<file path="config.mk">
export PLATFORM = sky130hd
export DESIGN_NAME = victim_way_tracker
export DESIGN_NICKNAME = d
export VERILOG_FILES = /design/src/rtl/victim_way_tracker.sv
export SDC_FILE = /design/constraint.sdc
export NUM_CORES = 1
export LEC_CHECK = 0
export ABC_AREA = 0
export BUFFER_PORTS_ARGS = -buffer_cell sky130_fd_sc_hd__buf_2
export CORE_MARGIN = 5
export CORE_UTILIZATION = 60
export CTS_BUF_LIST = sky130_fd_sc_hd__clkbuf_16
export DETAILED_ROUTE_END_ITERATION = 8
export PLACE_DENSITY = 0.72
export SYNTH_ARGS = -nofsm -noshare
export SYNTH_HDL_FRONTEND = slang
export SYNTH_SLANG_ARGS = --single-unit
</file>
<file path="constraint.sdc">
create_clock -name clk -period 3.1 [get_ports clk]
set_input_delay 0.155 -clock clk [delete_from_list [all_inputs] [get_ports clk]]
set_output_delay 0.155 -clock clk [all_outputs]
set_load 0.005 [all_outputs]
</file>
<file path="src/rtl/victim_way_tracker.sv">
// victim_way_tracker: per-set LRU victim choice for a 2-way cache, frozen across the evict/fill sequence.
// Defining VICTIM_STATS_EN adds saturating hit/miss/evict counters.
module victim_way_tracker #(
    parameter int SETS  = 256,
    parameter int IDX_W = 8
) (
    input  logic             clk,
    input  logic             rst_n,
    input  logic             start,
    input  logic             wr,
    input  logic [IDX_W-1:0] index,
    input  logic             valid1,
    input  logic             valid2,
    input  logic             hit1,
    input  logic             hit2,
    input  logic             done,
`ifdef VICTIM_STATS_EN
    output logic [15:0]      hit_cnt,
    output logic [15:0]      miss_cnt,
    output logic [15:0]      evict_cnt,
`endif
    output logic             victimway,
    output logic             busy,
    output logic             proto_err
);
    typedef enum logic {IDLE, HOLD} state_t;

    state_t           state_q, state_d;
    logic [SETS-1:0]  lru_q, lru_d;
    logic [IDX_W-1:0] idx_q, idx_d, upd_idx;
    logic             victim_q, victim_d, used_q, used_d, hit_q, hit_d, wr_q, wr_d;
    logic             proto_err_q, proto_err_d;
    logic             idle, vsel, hit_now, used_now, capture, ret_fast, ret_slow, ret_hit, ret_wr;
`ifdef VICTIM_STATS_EN
    logic             vboth_q, vboth_d, ret_evict;
    logic [15:0]      hit_cnt_q, hit_cnt_d, miss_cnt_q, miss_cnt_d, evict_cnt_q, evict_cnt_d;
`endif

    always_comb begin
        idle     = state_q == IDLE;
        vsel     = ~valid1 ? 1'b0 : ~valid2 ? 1'b1 : lru_q[index];
        hit_now  = (hit1 & valid1) | (hit2 & valid2);
        used_now = (hit1 & valid1) ? 1'b0 : (hit2 & valid2) ? 1'b1 : vsel;
        capture  = idle & start & ~done;
        ret_fast = idle & start & done;
        ret_slow = ~idle & done;
        // A same-cycle retire uses live inputs; a held request uses its latched fields.
        ret_hit  = ret_fast ? hit_now : hit_q;
        ret_wr   = ret_fast ? wr : wr_q;
        upd_idx  = ret_fast ? index : idx_q;
        lru_d    = lru_q;
        if ((ret_fast | ret_slow) & (ret_hit | ~ret_wr))
            lru_d[upd_idx] = ~(ret_fast ? used_now : used_q);
        state_d     = capture ? HOLD : ret_slow ? IDLE : state_q;
        idx_d       = capture ? index : idx_q;
        victim_d    = capture ? vsel : victim_q;
        used_d      = capture ? used_now : used_q;
        hit_d       = capture ? hit_now : hit_q;
        wr_d        = capture ? wr : wr_q;
        proto_err_d = proto_err_q | (idle & done & ~start) | (~idle & start);
`ifdef VICTIM_STATS_EN
        vboth_d     = capture ? (valid1 & valid2) : vboth_q;
        ret_evict   = ~ret_wr & ~ret_hit & (ret_fast ? (valid1 & valid2) : vboth_q);
        hit_cnt_d   = hit_cnt_q + 16'((ret_fast | ret_slow) & ret_hit & ~&hit_cnt_q);
        miss_cnt_d  = miss_cnt_q + 16'((ret_fast | ret_slow) & ~ret_hit & ~&miss_cnt_q);
        evict_cnt_d = evict_cnt_q + 16'((ret_fast | ret_slow) & ret_evict & ~&evict_cnt_q);
`endif
    end

    always_ff @(posedge clk or negedge rst_n) begin
        if (!rst_n) begin
            state_q     <= IDLE;
            lru_q       <= '0;
            idx_q       <= '0;
            victim_q    <= 1'b0;
            used_q      <= 1'b0;
            hit_q       <= 1'b0;
            wr_q        <= 1'b0;
            proto_err_q <= 1'b0;
`ifdef VICTIM_STATS_EN
            vboth_q     <= 1'b0;
            hit_cnt_q   <= '0;
            miss_cnt_q  <= '0;
            evict_cnt_q <= '0;
`endif
        end else begin
            state_q     <= state_d;
            lru_q       <= lru_d;
            idx_q       <= idx_d;
            victim_q    <= victim_d;
            used_q      <= used_d;
            hit_q       <= hit_d;
            wr_q        <= wr_d;
            proto_err_q <= proto_err_d;
`ifdef VICTIM_STATS_EN
            vboth_q     <= vboth_d;
            hit_cnt_q   <= hit_cnt_d;
            miss_cnt_q  <= miss_cnt_d;
            evict_cnt_q <= evict_cnt_d;
`endif
        end
    end

    assign victimway = idle ? vsel : victim_q;
    assign busy      = ~idle;
    assign proto_err = proto_err_q;
`ifdef VICTIM_STATS_EN
    assign hit_cnt   = hit_cnt_q;
    assign miss_cnt  = miss_cnt_q;
    assign evict_cnt = evict_cnt_q;
`endif
endmodule

</file>
# Word level (Yosys, flattened, before mapping)

Index checks and enable logic that the tools add are counted.

Add/sub/neg operators: 0
Multiply operators: 0
Div/mod/pow operators: 0
$lt $le $gt $ge: 3
Equal/unequal tests: 0
Shift-type cells: 0
Multiplexer cells: 16
Bitwise logic cells: 20
Reductions and logical operators: 2

Operators by type and width:

| kind                                                               | number |
|---|---|
| bitwise mux 256 bit                                                | 1 |
| less-than comparator 8 x 9 -> 1 bit (second input constant)        | 2 |
| 2-to-1 mux 1 bit                                                   | 12 |
| AND 1 bit                                                          | 10 |
| binary-select mux 1 bit (select 8 bit)                             | 1 |
| demux 1 bit (select 8 bit)                                         | 1 |
| greater-or-equal comparator 8 x 1 -> 1 bit (second input constant) | 1 |
| 2-to-1 mux 8 bit                                                   | 1 |
| inverter 1 bit                                                     | 5 |
| bitwise OR 1 bit                                                   | 5 |
| nonzero test 2 bit                                                 | 1 |
| logical AND 1 bit                                                  | 1 |

Register bits after elaboration: 270
Bits in latches: 0
RAM bits: 0
Bits in read-only memories: 0
Input bits: 17
Logic and storage cells: 49
Memories kept: 0

# Logic depth before layout (Yosys ltp)

Gate-level depths: netlist of run 1.

Word-level depth: 9
Depth in mapped cells: 14
Gate-level depth less buffers: 8

# Worst setup path before layout of run 1

No wires, ideal clock.

Path kind: input port to flip-flop
Start point: input port index[0]
End point: register lru_q[198]
Arrival time: 2.626 ns
Required time: 3.024 ns
Path slack: 0.398 ns
Cell stages on the path: 11
Cell sequence: buf_2 buf_2 mux4_2 a22oi_1 nand2_1 o311ai_0 o21ai_1 a221o_1 buf_6 buf_4 o21ai_1

Cells in the longest elaborated chain, start to end: 9

RTL lines:

| element                                | RTL line | source |
|---|---|---|
| start: declaration                     | 11       | `input logic [IDX_W-1:0] index,` |
| binary-select mux 1 bit (select 8 bit) | 41       | `vsel = ~valid1 ? 1'b0 : ~valid2 ? 1'b1 : lru_q[index];` |
| 2-to-1 mux 1 bit (implied by the code) | 41       |  |
| 2-to-1 mux 1 bit (2 in series)         | 41       |  |
| 2-to-1 mux 1 bit (2 in series)         | 43       | `used_now = (hit1 & valid1) ? 1'b0 : (hit2 & valid2) ? 1'b1 : vsel;` |
| 2-to-1 mux 1 bit                       | 53       | `lru_d[upd_idx] = ~(ret_fast ? used_now : used_q);` |
| inverter 1 bit                         | 53       |  |
| bitwise mux 256 bit (*)                | 53       |  |
| end signal: assignment                 | 88       | `lru_q <= lru_d;` |
| end: declaration                       | 29       | `logic [SETS-1:0] lru_q, lru_d;` |

Every way passes the cells marked *; elsewhere a longest branch is shown, timed or not. The select of a mux whose other input is x is not followed.
A chain may end at the register's enable or synchronous reset.

# Worst setup path in the final report of run 1

Start point: register lru_q[181]
End point: output port victimway

Cells in the longest elaborated chain, start to end: 5

RTL lines:

| element                                | RTL line | source |
|---|---|---|
| binary-select mux 1 bit (select 8 bit) | 41       |  |
| 2-to-1 mux 1 bit (implied by the code) | 41       |  |
| 2-to-1 mux 1 bit (2 in series)         | 41       |  |
| 2-to-1 mux 1 bit                       | 104      | `assign victimway = idle ? vsel : victim_q;` |
| end: declaration                       | 22       | `output logic victimway,` |

Every way passes these cells. The select of a mux whose other input is x is not followed.

==> flow_summary_export.csv, run 1 <==
group,metric,value,unit
status,status,"finished clean",
run,drv_cap,0,
place,dpl_cell_area,0.0138,sq mm
grt,grt_pass1_wl,57500,microns
route,first_pass_iters,6,
final_layout,num_antenna_cells,0,
power,pwr_density_cell,605,mW/mm^2
yosys,synth_area_per_cell,9.28,sq um
route,vias,10600,
min_path,min-delay-start,"hit1",
yosys,synth_warnings,0,
place,hpwlAfterDp,22700,microns
power,total_power,0.00902,W
die,die_area,0.0252,sq mm
yosys,ys_types,43,
power,peakVddDrop,0.000368,V
sta,hold_viol_final,0,
clocking,numCtsBuffers,29,
sta,setup_viol,0,
grt,globalRouteOverflowTotal,0,
sta,fin_crit,3.00,ns
yosys,synthTopCellsByArea,"dfrtp_1 51%, nand2_1 15%, mux4_2 9.7%",
final_layout,nNetsFinal,1482,
yosys,synth_edf_count,0,
final_layout,drive_gt1_share,13.0,%
yosys,yosysSeqAreaShare,50.9,%
worst_setup_path,cp_max_fo,2,
worst_setup_path,required,2.94,ns
worst_setup_path,worst_ep_arrival_time,2.85,ns
sta,max_freq,333,MHz
route,wl,35400,microns
min_path,worstHoldPathType,"input pin to flip-flop",
grt,grt_max_degree,99,
yosys,synthArstFlopShare,100,%
clocking,cts_setup_buffers,0,
final_layout,final_cell_mix,"544 x nand2_1, 270 x dfrtp_1, 241 x o21ai_1",
grt,antenna_found_initial,0,
clocking,clkTransAtPathRegs,0.06,ns
worst_setup_path,worstSetupPathType,"flip-flop to output port",
clocking,clk_path_buf_depth,3,
sta,tns,0,ns
die,row_count,54,
sta,fin_hold_ws,0.0251,ns
final_layout,multi_input_area,0.00589,sq mm
yosys,syn-cell-area,0.0133,sq mm
route,drt_iter0_markers,1051,
yosys,synth_top_area_share,50.9,%
power,leakagePower,6.36,nW
place,gp_congestion,0.916,
final_layout,seqCellArea,0.00676,sq mm
worst_setup_path,startpoint,"lru_q[181]",
route,wl_per_cell,20.0,microns
die,die_h,159,microns
worst_setup_path,reg2reg_from,"lru_q[181]",
die,die_x,159,microns
yosys,yosysTopAreaCell,"dfrtp_1",
clocking,htree_levels,1,
worst_setup_path,cp-start-kind,"flip-flop",
sta,min_period_over_period,96.9,%
yosys,synthCells,1429,
final_layout,layout_commonest_cell,"nand2_1",
clocking,clock_sinks,270,
place,io_buffer_count,19,
clocking,clk_latency,0.54,ns
grt,grt_pass1_vias,10700,
final_layout,fillers,1658,
route,avgViaCountPerCell,6.02,
clocking,post_cts_resized,0,
sta,finClkSkew,0.0103,ns
final_layout,post-route-util,68.3,%
final_layout,synthToLayoutAreaGrowth,12.4,%
die,ios,20,
die,core,0.0218,sq mm
sta,worstMarginPinSlew,1.31,ns
route,drtAntennaViolNets,0,
yosys,synth_ff_type,"dfrtp_1",
yosys,yosys_register_bits,270,
yosys,postSynthNetCount,1446,
die,start_util,60.8,%
sta,slew_violations,0,
route,drc,0,
worst_setup_path,cp-end-kind,"output port",
sta,rsz0062_at_grt,"yes",
clocking,tritoncts,"built",
final_layout,final_cell_area,0.0149,sq mm
grt,grt_usage,29.3,%
clocking,clockRootBuffer,"clkbuf_16",
sta,relSlewSlack,12.7,%
==> state kept, by name, indices dropped and copies added (netlist names) <==
signal	flops
used_q	1
proto_err	1
lru_q	256
wr_q	1
victim_q	1
busy	1
hit_q	1
idx_q	8
==> layer usage <==
| metal | track usage, % | vias up | part of all wire [%] |
|---|---|---|---|
| met1 | 41.6 | 5145 | 43 |
| met5 | 0 | - | 0 |
| met4 | 9.91 | 0 | 3.7 |
| met3 | 5.63 | 98 | 7.1 |
| met2 | 46.0 | 402 | 47 |
| li1 | - | 4997 | - |
==> logic make-up after synthesis <==
family / after synthesis / synth area share [%]
compound gates: 323 / 13.1
buf+inv: 101 / 4.72
flops: 270 / 50.9
mux: 80 / 11.4
simple gates: 655 / 19.9
==> per-stage QoR <==
step | std cells | setup slack (ns)
5_1_grt | 1767 | -0.0222
4_1_cts | 1767 | 0.0607
2_1_floorplan | 1429 | 0.398
6_report | 1767 | 0.0975
3_3_place_gp | 1705 | 0.0587
3_5_place_dp | 1705 | 0.0108
==> cells in the mapped netlist (5+ instances only) <==
master	number
dfrtp_1	270
mux2i_1	22
a31oi_1	13
o21ai_0	32
a22oi_1	17
mux4_2	57
buf_2	11
nor3_1	11
nand3_1	11
buf_6	29
buf_1	5
and3_1	6
clkbuf_1	45
nor2b_1	7
nand2b_1	9
nor3b_1	10
nor2_1	42
nand2_1	544
inv_1	7
nand3b_1	6
o21ai_1	241
==> what timing repair did <==
item                       4_1_cts  5_1_grt
hold buffers                     9        0
setup endpoints to repair        0       17
hold endpoints to repair       101        0
==> area by class of cell <==
| type | instances | share of cell area [%] |
|---|---|---|
| well taps | 280 | 2.35 |
| clock buffers | 29 | 4.87 |
| repair buffers | 99 | 6.01 |
| inverters | 7 | 0.176 |
| flip-flops and latches | 270 | 45.3 |
| multi-input cells | 1058 | 39.5 |
| clock inverters | 24 | 1.78 |
==> path summary, 6_finish.rpt <==
| check | endpoint | slack (ns) | cells past startpoint |
|---|---|---|---|
| worst max-delay path | victimway | 0.1 | 9 |
| worst min-delay path | hit_q | 0.03 | 3 |
| worst max register to register | lru_q[223] | 0.12 | 9 |
| worst min register to register | proto_err | 0.47 | 1 |
| max in group asynchronous | lru_q[215] | 1.89 | 3 |
| min in group asynchronous | lru_q[21] | 0.24 | 2 |
==> critical path, stage by stage, from the launching register on <==
cell      delay, ns
dfrtp_1        0.38
mux4_2         0.47
mux2_2         0.31
and3_1         0.19
a2111o_1       0.39
nand3_1        0.12
o211ai_1       0.13
nand2_1        0.12
o21ai_0        0.07
buf_2          0.14
==> power by group <==
part / switching [W] / internal, W / leakage [nW]
Sequential: 0.000204 / 0.00388 / 3.71
Clock: 0.00141 / 0.00219 / 0.506
Combinational: 0.000828 / 0.000498 / 2.14
(Power assumes the default switching activity.)
==> run 2, diff against run 1 <==
==> constraint.sdc (replaced) <==
create_clock -name clk -period 3.85 [get_ports clk]
set_input_delay 0.1925 -clock clk [delete_from_list [all_inputs] [get_ports clk]]
set_output_delay 0.1925 -clock clk [all_outputs]
set_load 0.005 [all_outputs]
==> flow_summary_export.csv, run 2 (synthesized netlist as in run 1, its figures left out) <==
group,metric,value,unit
final_layout,final_cell_area,0.0147,sq mm
die,start_util,60.8,%
sta,max_freq,307,MHz
grt,grt_max_degree,104,
grt,use_met2,45.3,%
die,die_h,159,microns
final_layout,final_cells,1752,
grt,grt_usage,29.1,%
final_layout,top_regs,"lru_q (256), idx_q (8)",
power,switching_share,27.5,%
sta,rsz0062_at_grt,"no",
place,io_buffer_count,19,
route,vias,10500,
worst_setup_path,cp-end-kind,"flip-flop",
power,pwr_density_cell,483,mW/mm^2
route,first_pass_iters,6,
final_layout,final_cell_mix,"544 x nand2_1, 270 x dfrtp_1, 241 x o21ai_1",
route,drc,0,
clocking,clk_latency,0.54,ns
final_layout,synthToLayoutAreaGrowth,10.9,%
clocking,htree_levels,1,
place,hpwlAfterDp,22100,microns
clocking,numCtsBuffers,29,
power,pwr-share-clk,38.8,%
grt,globalRouteOverflowTotal,0,
final_layout,largest_reg_flops,256,
grt,busiest_layer,"met2",
power,pwr-share-comb,14.8,%
route,drt_iter0_markers,863,
place,placed_cells,1693,
grt,grt_use_met1,40.7,%
sta,setup_slack,0.588,ns
sta,slew_violations,0,
worst_setup_path,worst_ep_arrival_time,3.66,ns
route,drtAntennaViolNets,0,
worst_setup_path,worstSetupPathType,"flip-flop to flip-flop",
power,internal-power,0.00515,W
place,dpl_cell_area,0.0137,sq mm
final_layout,multi_input_area,0.00590,sq mm
sta,setup_viol,0,
sta,fin_crit,3.26,ns
grt,grt_pass1_wl,57200,microns
clocking,clockRootBuffer,"clkbuf_16",
power,sequentialPowerShare,46.4,%
power,peakVddDrop,0.000315,V
die,core,0.0218,sq mm
worst_setup_path,cp-start-kind,"flip-flop",
final_layout,regMostFlops,"lru_q",
run,drv_cap,0,
place,place_worst_setup_slack,0.430,ns
min_path,worstHoldPathType,"input pin to flip-flop",
sta,worstMarginPinSlew,1.24,ns
sta,min_period_over_period,84.7,%
place,gp_congestion,0.900,
die,die_x,159,microns
die,ios,20,
status,status,"finished clean",
sta,tns,0,ns
clocking,clkTransAtPathRegs,0.06,ns
final_layout,nNetsFinal,1468,
clocking,tritoncts,"built",
clocking,cts_hold_buf,7,
power,p_sw,0.00196,W
final_layout,fillers,1684,
final_layout,num_antenna_cells,0,
clocking,clock_sinks,270,
power,leakagePower,6.24,nW
route,wl_per_cell,20.1,microns
final_layout,seqCellArea,0.00676,sq mm
grt,antenna_found_initial,0,
die,die_area,0.0252,sq mm
die,row_count,54,
sta,hold_viol_final,0,
clocking,post_cts_resized,0,
route,wl,35200,microns
sta,fin_hold_ws,0.0355,ns
clocking,cts_setup_buffers,0,
grt,grt_use_met3,6.90,%
sta,finClkSkew,0.00935,ns
worst_setup_path,required,4.25,ns
clocking,clk_path_buf_depth,3,
worst_setup_path,cp_max_fo,20,
final_layout,drive_gt1_share,12.5,%
sta,relSlewSlack,16.9,%
grt,grt_pass1_vias,10500,
route,avgViaCountPerCell,6.01,
final_layout,layout_commonest_cell,"nand2_1",
==> run 2: stage by stage <==
| step | power, W | util [%] |
|---|---|---|
| 6_report | 0.00710 | 67.4 |
| 5_1_grt | 0.00740 | 67.4 |
| 4_1_cts | 0.00713 | 67.4 |
| 3_5_place_dp | 0.00438 | 62.8 |
| 3_3_place_gp | 0.00434 | 62.8 |
| 2_1_floorplan | 0.00406 | - |
==> run 2: routing by layer <==
metal	vias to the layer above	part of all wire, %
li1	4982	-
met4	0	3.8
met1	5024	41
met5	-	0
met3	101	9.0
met2	418	46
==> run 2: final timing paths <==
kind | to | slack, ns | cells after the start | from
min in group asynchronous | lru_q[149] | 0.27 | 2 | rst_n
max reg2reg | lru_q[152] | 0.59 | 7 | busy
min reg2reg | proto_err | 0.46 | 1 | proto_err
min | used_q | 0.04 | 4 | hit1
max in group asynchronous | lru_q[229] | 2.53 | 3 | rst_n
max | lru_q[152] | 0.59 | 7 | busy
==> run 2: cell type report <==
cell class / count / area share, %
clock inverter: 23 / 1.45
tap: 280 / 2.38
timing repair buffer: 85 / 5.00
inverter: 7 / 0.179
multi-input combinational: 1058 / 40.1
sequential: 270 / 45.9
clock buffer: 29 / 4.94
==> run 2: critical path, cell delays in order (launching register included) <==
cell      delay [ns]
dfrtp_1         0.49
nand3b_1        0.68
nor3b_1         0.37
a31oi_1         0.14
nor2_1          0.99
nand2_1         0.22
nand2_1         0.14
o21ai_1         0.09
==> run 2: power groups by stage <==
stage / combinational, W / clock (W) / sequential (W)
3_5_place_dp: 0.00104 / 0 / 0.00334
6_report: 0.00105 / 0.00276 / 0.00330
2_1_floorplan: 0.000776 / 0 / 0.00328
3_3_place_gp: 0.00101 / 0 / 0.00333
5_1_grt: 0.00116 / 0.00292 / 0.00333
4_1_cts: 0.00105 / 0.00279 / 0.00329
